--- src/rtl/flappy_pkg.sv ---
// Shared Flappy Bird types and constants for the pipe field.
// Holds the default coordinate geometry, the field FSM states and a random-rotate helper.
package flappy_pkg;

   localparam int X_W      = 11;
   localparam int SCREEN_W = 640;

   typedef logic [X_W-1:0] coord_t;

   typedef enum logic [1:0] {
      LOAD = 2'd0,
      IDLE = 2'd1,
      RUN  = 2'd2
   } field_state_e;

   // Rotate a 10-bit LFSR value left by n, so each slot draws a different gap from one random word.
   function automatic logic [9:0] rotl10(input logic [9:0] v, input int n);
      logic [19:0] d;
      d = {v, v} << (n % 10);
      return d[19:10];
   endfunction

endpackage

--- src/rtl/pipe_slot.sv ---
// One pipe obstacle: x/y registers, initial load, scroll/respawn and bird-crossing detection.
// A slot sitting at x==0 respawns on its next scroll instead of moving.
module pipe_slot
   import flappy_pkg::*;
#(
   parameter int SLOT_IDX  = 0,
   parameter int NUM_PIPES = 2,
   parameter int X_W       = 11,
   parameter int SCREEN_W  = 640,
   parameter int GAP_BASE  = 200,
   parameter int GAP_BITS  = 8
) (
   input  logic           clk,
   input  logic           rst_n,
   input  logic           load_i,
   input  logic           clear_i,
   input  logic           scroll_i,
   input  logic [2:0]     speed_i,
   input  logic [9:0]     random_i,
   input  logic [X_W-1:0] bird_x_i,
   output logic [X_W-1:0] x_o,
   output logic [X_W-1:0] y_o,
   output logic           valid_o,
   output logic           cross_o
);

   localparam logic [X_W-1:0] X_INIT    = X_W'((SLOT_IDX + 1) * (SCREEN_W / NUM_PIPES) - 1);
   localparam logic [X_W-1:0] X_RESPAWN = X_W'(SCREEN_W - 1);
   localparam logic [X_W-1:0] Y_BASE    = X_W'(GAP_BASE);

   logic [X_W-1:0] x_q, x_d;
   logic [X_W-1:0] y_q, y_d;
   logic           valid_q, valid_d;

   logic [9:0]     rot;
   logic [X_W-1:0] y_new;
   logic [X_W-1:0] speed_x;
   logic [X_W-1:0] x_next;
   logic           respawn;

   assign rot     = rotl10(random_i, SLOT_IDX);
   assign y_new   = Y_BASE + X_W'(rot[GAP_BITS-1:0]);
   assign speed_x = X_W'(speed_i);
   assign respawn = (x_q == '0);

   // Clamp at zero instead of wrapping when the step exceeds the remaining distance.
   always_comb begin
      x_next = x_q - speed_x;
      if (respawn) begin
         x_next = X_RESPAWN;
      end else if (x_q < speed_x) begin
         x_next = '0;
      end
   end

   assign cross_o = scroll_i && !respawn && (x_q > bird_x_i) && (x_next <= bird_x_i);

   always_comb begin
      x_d     = x_q;
      y_d     = y_q;
      valid_d = valid_q;
      if (clear_i) begin
         valid_d = 1'b0;
      end else if (load_i) begin
         x_d     = X_INIT;
         y_d     = y_new;
         valid_d = 1'b1;
      end else if (scroll_i) begin
         x_d = x_next;
         if (respawn) begin
            y_d = y_new;
         end
      end
   end

   always_ff @(posedge clk or negedge rst_n) begin
      if (!rst_n) begin
         x_q     <= '0;
         y_q     <= '0;
         valid_q <= 1'b0;
      end else begin
         x_q     <= x_d;
         y_q     <= y_d;
         valid_q <= valid_d;
      end
   end

   assign x_o     = x_q;
   assign y_o     = y_q;
   assign valid_o = valid_q;

endmodule

--- src/rtl/pipe_field_manager.sv ---
// Pipe field manager: sequences slot loading, scrolls the field on game ticks and
// turns bird crossings into pass pulses, a saturating pass count and a rising scroll speed.
module pipe_field_manager
   import flappy_pkg::*;
#(
   parameter int NUM_PIPES  = 2,
   parameter int X_W        = 11,
   parameter int SCREEN_W   = 640,
   parameter int GAP_BASE   = 200,
   parameter int GAP_BITS   = 8,
   parameter int SPEED_MAX  = 4,
   parameter int SPEED_STEP = 8
) (
   input  logic                     clk,
   input  logic                     reset,
   input  logic                     tick,
   input  logic                     enable,
   input  logic                     restart,
   input  logic [9:0]               random,
   input  logic [X_W-1:0]           bird_x,
   output logic [NUM_PIPES*X_W-1:0] pipe_x,
   output logic [NUM_PIPES*X_W-1:0] pipe_y,
   output logic [NUM_PIPES-1:0]     pipe_valid,
   output logic                     pass,
   output logic [9:0]               pass_count,
   output logic [2:0]               speed
);

   localparam int IDX_W  = (NUM_PIPES > 1) ? $clog2(NUM_PIPES) : 1;
   localparam int STEP_W = $clog2(SPEED_STEP + NUM_PIPES);

   field_state_e      state_q, state_d;
   logic [IDX_W-1:0]  idx_q, idx_d;
   logic [STEP_W-1:0] step_q, step_d;
   logic [9:0]        pc_q, pc_d;
   logic [2:0]        speed_q, speed_d;
   logic              pass_q, pass_d;

   logic [NUM_PIPES-1:0] load_vec;
   logic [NUM_PIPES-1:0] cross_vec;
   logic                 scroll;
   logic [3:0]           inc;
   logic [STEP_W-1:0]    step_sum;

   function automatic logic [9:0] sat_add_count(input logic [9:0] a, input logic [3:0] b);
      logic [10:0] s;
      s = {1'b0, a} + 11'(b);
      return s[10] ? 10'h3FF : s[9:0];
   endfunction

   // Restart blocks both loading and scrolling in its own cycle.
   assign scroll = !restart && tick && enable && (state_q != LOAD);

   for (genvar i = 0; i < NUM_PIPES; i++) begin : g_slot
      assign load_vec[i] = !restart && (state_q == LOAD) && (idx_q == IDX_W'(i));

      pipe_slot #(
         .SLOT_IDX (i),
         .NUM_PIPES(NUM_PIPES),
         .X_W      (X_W),
         .SCREEN_W (SCREEN_W),
         .GAP_BASE (GAP_BASE),
         .GAP_BITS (GAP_BITS)
      ) u_slot (
         .clk     (clk),
         .rst_n   (reset),
         .load_i  (load_vec[i]),
         .clear_i (restart),
         .scroll_i(scroll),
         .speed_i (speed_q),
         .random_i(random),
         .bird_x_i(bird_x),
         .x_o     (pipe_x[i*X_W +: X_W]),
         .y_o     (pipe_y[i*X_W +: X_W]),
         .valid_o (pipe_valid[i]),
         .cross_o (cross_vec[i])
      );
   end

   always_comb begin
      inc = '0;
      for (int i = 0; i < NUM_PIPES; i++) begin
         inc = inc + 4'(cross_vec[i]);
      end
   end

   assign step_sum = step_q + STEP_W'(inc);

   always_comb begin
      state_d = state_q;
      idx_d   = idx_q;
      step_d  = step_q;
      pc_d    = pc_q;
      speed_d = speed_q;
      pass_d  = 1'b0;
      if (restart) begin
         state_d = LOAD;
         idx_d   = '0;
         step_d  = '0;
         pc_d    = '0;
         speed_d = 3'd1;
      end else begin
         case (state_q)
            LOAD: begin
               if (idx_q == IDX_W'(NUM_PIPES - 1)) begin
                  state_d = IDLE;
                  idx_d   = '0;
               end else begin
                  idx_d = idx_q + 1'b1;
               end
            end
            IDLE: begin
               if (scroll) begin
                  state_d = RUN;
               end
            end
            RUN:     state_d = RUN;
            default: state_d = LOAD;
         endcase
         // inc is zero unless this is a scrolling tick.
         pass_d = (inc != '0);
         pc_d   = sat_add_count(pc_q, inc);
         step_d = step_sum;
         if (step_sum >= STEP_W'(SPEED_STEP)) begin
            step_d = step_sum - STEP_W'(SPEED_STEP);
            if (speed_q < 3'(SPEED_MAX)) begin
               speed_d = speed_q + 3'd1;
            end
         end
      end
   end

   always_ff @(posedge clk or negedge reset) begin
      if (!reset) begin
         state_q <= LOAD;
         idx_q   <= '0;
         step_q  <= '0;
         pc_q    <= '0;
         speed_q <= 3'd1;
         pass_q  <= 1'b0;
      end else begin
         state_q <= state_d;
         idx_q   <= idx_d;
         step_q  <= step_d;
         pc_q    <= pc_d;
         speed_q <= speed_d;
         pass_q  <= pass_d;
      end
   end

   assign pass       = pass_q;
   assign pass_count = pc_q;
   assign speed      = speed_q;

endmodule

--- config.mk ---
export PLATFORM = sky130hd
export DESIGN_NAME = pipe_field_manager
export DESIGN_NICKNAME = d
export VERILOG_FILES = /design/src/rtl/flappy_pkg.sv /design/src/rtl/pipe_slot.sv /design/src/rtl/pipe_field_manager.sv
export SDC_FILE = /design/constraint.sdc
export NUM_CORES = 1
export LEC_CHECK = 0
export BUFFER_PORTS_ARGS = -buffer_cell sky130_fd_sc_hd__buf_2
export CORE_MARGIN = 3
export CORE_UTILIZATION = 35
export DETAILED_ROUTE_END_ITERATION = 12
export GPL_ROUTABILITY_DRIVEN = 1
export SLEW_MARGIN = 20
export SYNTH_ARGS = -nofsm -noshare
export SYNTH_HDL_FRONTEND = slang
export SYNTH_SLANG_ARGS = --single-unit
--- constraint.sdc ---
create_clock -name clk -period 6.2 [get_ports clk]
set_clock_uncertainty 0.1 [all_clocks]
set_input_delay 0.31 -clock clk [delete_from_list [all_inputs] [get_ports clk]]
set_output_delay 0.31 -clock clk [all_outputs]
set_load 0.02 [all_outputs]
# Word level (Yosys, flattened, before mapping)
# Index checks and enable logic that the tools add are counted.
# word_totals
output_inout_bits	60
reg_bits	67
word_cells	104
inputBits	26
# op_classes
addsub	10
magnitude_cmp	8
n_eq_ne	4
muxes	33
n_reduce_logical	35
bitwise_logic	2
# op_table
op	count
$mux W11	14
$gt A11 B11 Y1	2
$le A11 B11 Y1	2
$logic_not A11 Y1	2
$lt A11 B3 Y1	2
$sub A11 B3 Y11	2
$mux W10	2
$reduce_bool A2 Y1	10
$add A8 B8 Y9 const A	2
$logic_and A1 B1 Y1	12
$add A10 B2 Y11	1
$mux W3	3
$mux W1	8
$mux W4	2
$reduce_and A2 Y1	4
$mux W2	3
$pmux W2 S3	1
$reduce_and A3 Y1	2
$add A4 B2 Y4	1
$ge A4 B4 Y1 const B	1
$reduce_bool A4 Y1	1
$sub A4 B4 Y4 const B	1
$add A3 B1 Y3 const B	1
$logic_not A1 Y1	3
other kinds (9)	10

# Longest topological paths before layout
# depth
ltp_word	12
depth_mapped	22
mapped_depth_nobuf	22

# Cells and area by module
# From an unflattened synthesis, not the netlist that was laid out.
# hier_totals
hier_cells	548
area_unflattened_um2	4899.7
# by_module_without_submodules
mod	instances	area_each_um2	seq_area_each_um2	cells_per_inst
pipe_slot at g_slot[0].u_slot	1	1879.3	525.5	221
pipe_slot at g_slot[1].u_slot	1	1836.8	525.5	213
pipe_field_manager	1	1183.6	526.8	114

# Worst setup path before layout
# OpenSTA, ideal clock, no wires.
# synth_path
path_type	reg2reg
from	reg speed_q[1], in the netlist speed[1]
to	reg pc_q[0], in the netlist pass_count[0]
required_time_ps	6021
arrival_ps	4684
n_path_buf	1
synth_period_minus_slack_ps	4863
setup_slack_ps	1337
path_stages_with_launch	22
setup_ps	79
cell_sequence	dfrtp_1 > inv_1 > ha_1 > nor2b_1 > o21ai_0 > and4_1 > clkbuf_1 > o21ai_0 > ha_1 > nor2b_1 > o21ai_0 > a21oi_1 > a2111oi_0 > o21ai_0 > ha_1 > ha_1 > inv_1 > fa_1 > nand3b_1 > nor2_1 > nand3_1 > a21oi_1
# synth_between
elab_chain_len	9
elab_cells_between_ends	16
classes_between	add/sub (4); order compare (4); mux (6); reduce/logical (2)
# synth_lines
element	line	rtl
start, declared	pipe_field_manager.sv:36	logic [2:0] speed_q, speed_d;
start signal, assigned	pipe_field_manager.sv:146	speed_q <= speed_d;
$sub A11 B3 Y11 or $lt A11 B3 Y1 (tied branches)	pipe_slot.sv:48, pipe_slot.sv:51	
$mux W11	pipe_slot.sv:51	end else if (x_q < speed_x) begin
$mux W11	pipe_slot.sv:49	if (respawn) begin
$le A11 B11 Y1	pipe_slot.sv:56	assign cross_o = scroll_i && !respawn && (x_q > bird_x_i) && (x_next <= bird_x_i);
$logic_and A1 B1 Y1	pipe_slot.sv:56	
$add A1 B1 Y2 *	pipe_field_manager.sv:83	inc = inc + 4'(cross_vec[i]);
$add A10 B2 Y11 *	pipe_field_manager.sv:47	s = {1'b0, a} + 11'(b);
$mux W10 *	pipe_field_manager.sv:48	return s[10] ? 10'h3FF : s[9:0];
$mux W10 *	pipe_field_manager.sv:96	if (restart) begin
net pc_d[0]	pipe_field_manager.sv:35	logic [9:0] pc_q, pc_d;
end signal, assigned	pipe_field_manager.sv:145	pc_q <= pc_d;
end, declared	pipe_field_manager.sv:35	
# The timed path passes the listed nets; every way through them passes the cells marked *.
# A chain may end at the register's enable or synchronous reset.

# Worst setup path after layout
# layout_path
from	reg speed_q[1], in the netlist speed[1]
to	reg pc_q[4], in the netlist pass_count[4]
# The elaborated chain is that of the path after synthesis.

==> report_table.html <==
<table>
<tr><th>Metric</th><th>Value</th></tr>
<tr><th colspan="2">CTS</th></tr>
<tr><td>Depth of the CTS H-tree</td><td>3</td></tr>
<tr><td>Total CTS buffers</td><td>9</td></tr>
<tr><td>Hold-fix buffers at CTS</td><td>0</td></tr>
<tr><td># clock sinks</td><td>63</td></tr>
<tr><td>Cts repair resizes</td><td>0</td></tr>
<tr><td>Clock latency reported for the late side of the worst-skew pair</td><td>between 0.3 and 0.4 ns</td></tr>
<tr><td>Clock transition at the registers of the reported paths</td><td>~0.06 ns</td></tr>
<tr><td>Buffer depth of the longest clock path</td><td>2</td></tr>
<tr><td>TritonCTS clock tree</td><td>yes</td></tr>
<tr><td>Post-CTS Setup Inserts</td><td>0</td></tr>
<tr><td>Root Buffer Master</td><td>sky130_fd_sc_hd__clkbuf_16</td></tr>
<tr><th colspan="2">Pwr</th></tr>
<tr><td>Int Pwr</td><td>~1.2 mW</td></tr>
<tr><td>Leakage power figure</td><td>between 2 and 3 nW</td></tr>
<tr><td>Sequential Power Share</td><td>0.312</td></tr>
<tr><td>Clock network power share</td><td>0.299</td></tr>
<tr><td>Net Switching</td><td>roughly 0.74 mW</td></tr>
<tr><td>Logic gate share of total power</td><td>0.389</td></tr>
<tr><td>Power Total</td><td>1.89 mW</td></tr>
<tr><td>Switching share of power</td><td>0.389</td></tr>
<tr><td>Maximum VDD drop</td><td>roughly 0.29 mV</td></tr>
<tr><td>Power per cell area</td><td>344 nW/um^2</td></tr>
<tr><th colspan="2">Critical path</th></tr>
<tr><td>Required time at the endpoint of the critical path</td><td>around 6.4 ns</td></tr>
<tr><td>Critical Path End Type</td><td>flop</td></tr>
<tr><td>Crit Path Category</td><td>flop to flop</td></tr>
<tr><td>Critical-path top delay cell</td><td>sky130_fd_sc_hd__dfrtp_1</td></tr>
<tr><td>Critical path startpoint category</td><td>flop</td></tr>
<tr><td>Buffering stage count on the worst path with inverters included</td><td>2</td></tr>
<tr><td>Maximum cell stage delay along the critical path</td><td>about 0.50 ns</td></tr>
<tr><td>Arrival @ worst endpoint</td><td>~5.8 ns</td></tr>
<tr><td>Cell class contributing the biggest share of worst-path delay</td><td>compound AO/OA/AOI/OAI gates</td></tr>
<tr><td>Crit-path most repeated cell</td><td>sky130_fd_sc_hd__ha_1</td></tr>
<tr><td>Cells along the critical path</td><td>inv_1, ha_1, nor2b_1, o21ai_0, and4_1, o21ai_0, ha_1, a21o_1, a21o_1, a2111oi_0, o21ai_0, ha_1, ha_1, inv_1, fa_1, nand3b_1, nor2_1, nand3_1, a21oi_1</td></tr>
<tr><td>Largest driver fanout on the critical path</td><td>8</td></tr>
<tr><th colspan="2">Die</th></tr>
<tr><td>Die Width</td><td>between 100 and 150 um</td></tr>
<tr><td>Die height</td><td>121 um</td></tr>
<tr><td>Placeable Area</td><td>~13000 sq um</td></tr>
<tr><td>I/O pin cnt</td><td>between 80 and 90</td></tr>
<tr><td>Num rows</td><td>41</td></tr>
<tr><td>Initial cell density of the core</td><td>0.362</td></tr>
<tr><td>Die footprint</td><td>around 15000 sq um</td></tr>
<tr><th colspan="2">Synth</th></tr>
<tr><td>Post-synth top area share</td><td>0.337</td></tr>
<tr><td>EDFF count, synth</td><td>0</td></tr>
<tr><td>Count of unique library cells instantiated by Yosys</td><td>between 60 and 70</td></tr>
<tr><td>Sequential fraction of the synthesis area</td><td>0.343</td></tr>
<tr><td>Flip-flop and latch count after synthesis</td><td>63</td></tr>
<tr><td>Count of warnings emitted by yosys</td><td>0</td></tr>
<tr><td>Fraction of synthesis flops using an asynchronous set or reset pin</td><td>1.00</td></tr>
<tr><td>Top cells by instance count after synthesis</td><td>sky130_fd_sc_hd__dfrtp_1, sky130_fd_sc_hd__ha_1, sky130_fd_sc_hd__nor2_1</td></tr>
<tr><td>Synthesized area</td><td>4600 sq um</td></tr>
<tr><td>Primary flip-flop cell chosen by synthesis mapping</td><td>sky130_fd_sc_hd__dfrtp_1</td></tr>
<tr><td>Cell taking the most area after synthesis</td><td>sky130_fd_sc_hd__dfrtp_1</td></tr>
<tr><td>Dominant cells by area after synthesis</td><td>sky130_fd_sc_hd__dfrtp_1, sky130_fd_sc_hd__ha_1, sky130_fd_sc_hd__a21oi_1, sky130_fd_sc_hd__nor2_1, sky130_fd_sc_hd__o21ai_0</td></tr>
<tr><td>Mean post-synth cell area</td><td>around 9.6 sq um</td></tr>
<tr><td>Instance count of the mapped netlist</td><td>~480</td></tr>
<tr><th colspan="2">Route</th></tr>
<tr><td>Iter 0 DRT Violations</td><td>186</td></tr>
<tr><td>Total length of routed wires</td><td>12000 um</td></tr>
<tr><td>WL/cell</td><td>roughly 16 um</td></tr>
<tr><td>Number of nets still failing antenna checks after routing</td><td>0</td></tr>
<tr><td>Iteration count of the initial detailed-routing pass</td><td>4</td></tr>
<tr><td>Remaining DRCs</td><td>0</td></tr>
<tr><td>Number of vias per cell after detailed routing</td><td>roughly 5.3</td></tr>
<tr><td>Vias after detailed routing</td><td>3922</td></tr>
<tr><th colspan="2">Timing</th></tr>
<tr><td>Number of max-slew violations in the final report</td><td>0</td></tr>
<tr><td>Portion of the clock cycle consumed by the worst path in the final layout</td><td>0.912</td></tr>
<tr><td>Setup repair after global routing missed its margin</td><td>no</td></tr>
<tr><td>Maximum achievable frequency</td><td>~180 MHz</td></tr>
<tr><td>Worst slew slack as a fraction of its limit</td><td>0.439</td></tr>
<tr><td>Setup violation total in the final timing report</td><td>0</td></tr>
<tr><td>Number of hold violations in the final report</td><td>0</td></tr>
<tr><td>Worst Tran Pin Value</td><td>~0.84 ns</td></tr>
<tr><td>Total negative slack</td><td>0 ns</td></tr>
<tr><td>Crit path time final</td><td>5.65 ns</td></tr>
<tr><td>Worst Slack Setup Final</td><td>~0.55 ns</td></tr>
<tr><th colspan="2">Final layout</th></tr>
<tr><td>Final Core Density</td><td>0.431</td></tr>
<tr><td>Layout Area Growth over Synthesis</td><td>19.1%</td></tr>
<tr><td>Ratio of cells with drive above 1 in the final layout</td><td>0.208</td></tr>
<tr><td># nets final</td><td>654</td></tr>
<tr><td>Antenna fix cells</td><td>0</td></tr>
<tr><th colspan="2">Global route</th></tr>
<tr><td>Via count of the first global-routing pass</td><td>just under 4000</td></tr>
<tr><td>Largest net degree at the start of global routing</td><td>64</td></tr>
<tr><td>Aggregate global routing overflow</td><td>0</td></tr>
<tr><td>Initial antenna violation count</td><td>0</td></tr>
<tr><td>GRT Total Usage</td><td>0.172</td></tr>
<tr><td>Wire length of the first global-routing pass</td><td>20000 um</td></tr>
<tr><th colspan="2">Run</th></tr>
<tr><td># Max-Cap Violations</td><td>0</td></tr>
<tr><th colspan="2">Outcome</th></tr>
<tr><td>Result of the run</td><td>finished clean</td></tr>
<tr><th colspan="2">Worst hold path</th></tr>
<tr><td>Type of the worst min-delay path</td><td>primary input to async pin</td></tr>
<tr><th colspan="2">Place</th></tr>
<tr><td>DP Worst Slack</td><td>approximately 0.53 ns</td></tr>
<tr><td>IO buf count</td><td>80</td></tr>
<tr><td>Routability congestion estimate from global placement</td><td>between 0.8 and 0.9</td></tr>
<tr><td>Detailed-placement wirelength estimate</td><td>a little over 9000 um</td></tr>
</table>
[through the flow]
step / std cells / instance area (sq um) / hold slack (ns)
after detailed placement: 723 / 5150 / 0.366
final: 739 / 5480 / 0.0655
after global routing: 739 / 5480 / 0.101
after global placement: 723 / 5150 / 0.363
after floorplan: 485 / 4620 / -0.0856
after CTS: 739 / 5480 / 0.0835
[layer usage]
metal,vias up,wire (um),track usage,part of all wire
met5,-,0,0,0
li1,1916,-,-,-
met1,1867,5410,0.231,0.45
met4,0,144,0.0460,0.012
met2,125,5520,0.274,0.46
met3,14,913,0.0472,0.076
[layout by cell type (no fill, tap or decap), types with 9 or more instances in the layout]
cell type | synthesis | routed
sky130_fd_sc_hd__buf_2 | 2 | 80
sky130_fd_sc_hd__dfrtp_1 | 62 | 62
sky130_fd_sc_hd__xnor2_1 | 11 | 11
sky130_fd_sc_hd__a21oi_1 | 39 | 39
sky130_fd_sc_hd__ha_1 | 62 | 62
sky130_fd_sc_hd__o21ai_0 | 29 | 29
sky130_fd_sc_hd__nand4_1 | 12 | 12
sky130_fd_sc_hd__inv_1 | 27 | 27
sky130_fd_sc_hd__clkbuf_16 | 0 | 9
sky130_fd_sc_hd__xor2_1 | 16 | 16
sky130_fd_sc_hd__nor3_1 | 12 | 12
sky130_fd_sc_hd__nand2_1 | 15 | 15
sky130_fd_sc_hd__nand3_1 | 13 | 13
sky130_fd_sc_hd__nor2_1 | 40 | 40
[registers in the layout (all words and copies together), names as in the netlist]
signal                 cells
pass_count                10
g_slot.u_slot.y_o         18
g_slot.u_slot.valid_o      2
step_q                     4
speed                      3
g_slot.u_slot.x_o         22
idx_q                      1
state_q                    2
pass                       1
[layout make-up]
| cell class | instances | area (sq um) |
|---|---|---|
| Sequential cell | 63 | 1580 |
| Clock buffer | 9 | 225 |
| Timing Repair Buffer | 83 | 423 |
| Clock inverter | 7 | 104 |
| Fill cell | 1301 | 7240 |
| Multi-Input combinational cell | 378 | 2840 |
| Tap cell | 172 | 215 |
| Inverter | 27 | 101 |
[power groups by stage]
stage | sequential [mW] | combinational [mW] | clock [mW]
floorplan | 0.685 | 0.424 | 0
global placement | 0.591 | 0.716 | 0
detailed placement | 0.596 | 0.741 | 0
CTS | 0.591 | 0.743 | 0.577
global route | 0.604 | 0.825 | 0.600
finish | 0.590 | 0.734 | 0.564
[worst paths after layout]
check,cells past startpoint,to,slack [ns],startpoint
hold / removal,2,g_slot[1].u_slot.y_o[6]$_DFFE_PN0P_,0.07,reset
setup / recovery,19,pass_count[4]$_DFF_PN0_,0.55,speed[1]$_DFFE_PN0P_
hold reg to reg,2,g_slot[0].u_slot.y_o[8]$_DFFE_PN0P_,0.37,g_slot[0].u_slot.y_o[8]$_DFFE_PN0P_
max in group asynchronous,2,g_slot[1].u_slot.x_o[9]$_DFFE_PN0P_,5.39,reset
setup reg to reg,19,pass_count[4]$_DFF_PN0_,0.55,speed[1]$_DFFE_PN0P_
min in group clk,2,g_slot[1].u_slot.y_o[3]$_DFFE_PN0P_,0.09,random[2]
[logic make-up (layout without fill, tap and decap cells)]
| group | Yosys count | in the layout | share of synthesized area |
|---|---|---|---|
| xor+xnor | 27 | 27 | 0.0514 |
| compound gates | 123 | 123 | 0.170 |
| fa+ha+maj | 66 | 66 | 0.186 |
| mux | 15 | 15 | 0.0351 |
| flops | 63 | 63 | 0.343 |
| buf+inv | 44 | 126 | 0.0446 |
| other cells | 1 | 5 | 0.000814 |
| simple gates | 142 | 142 | 0.170 |
No activity file was read; power rests on OpenSTA's default activity.
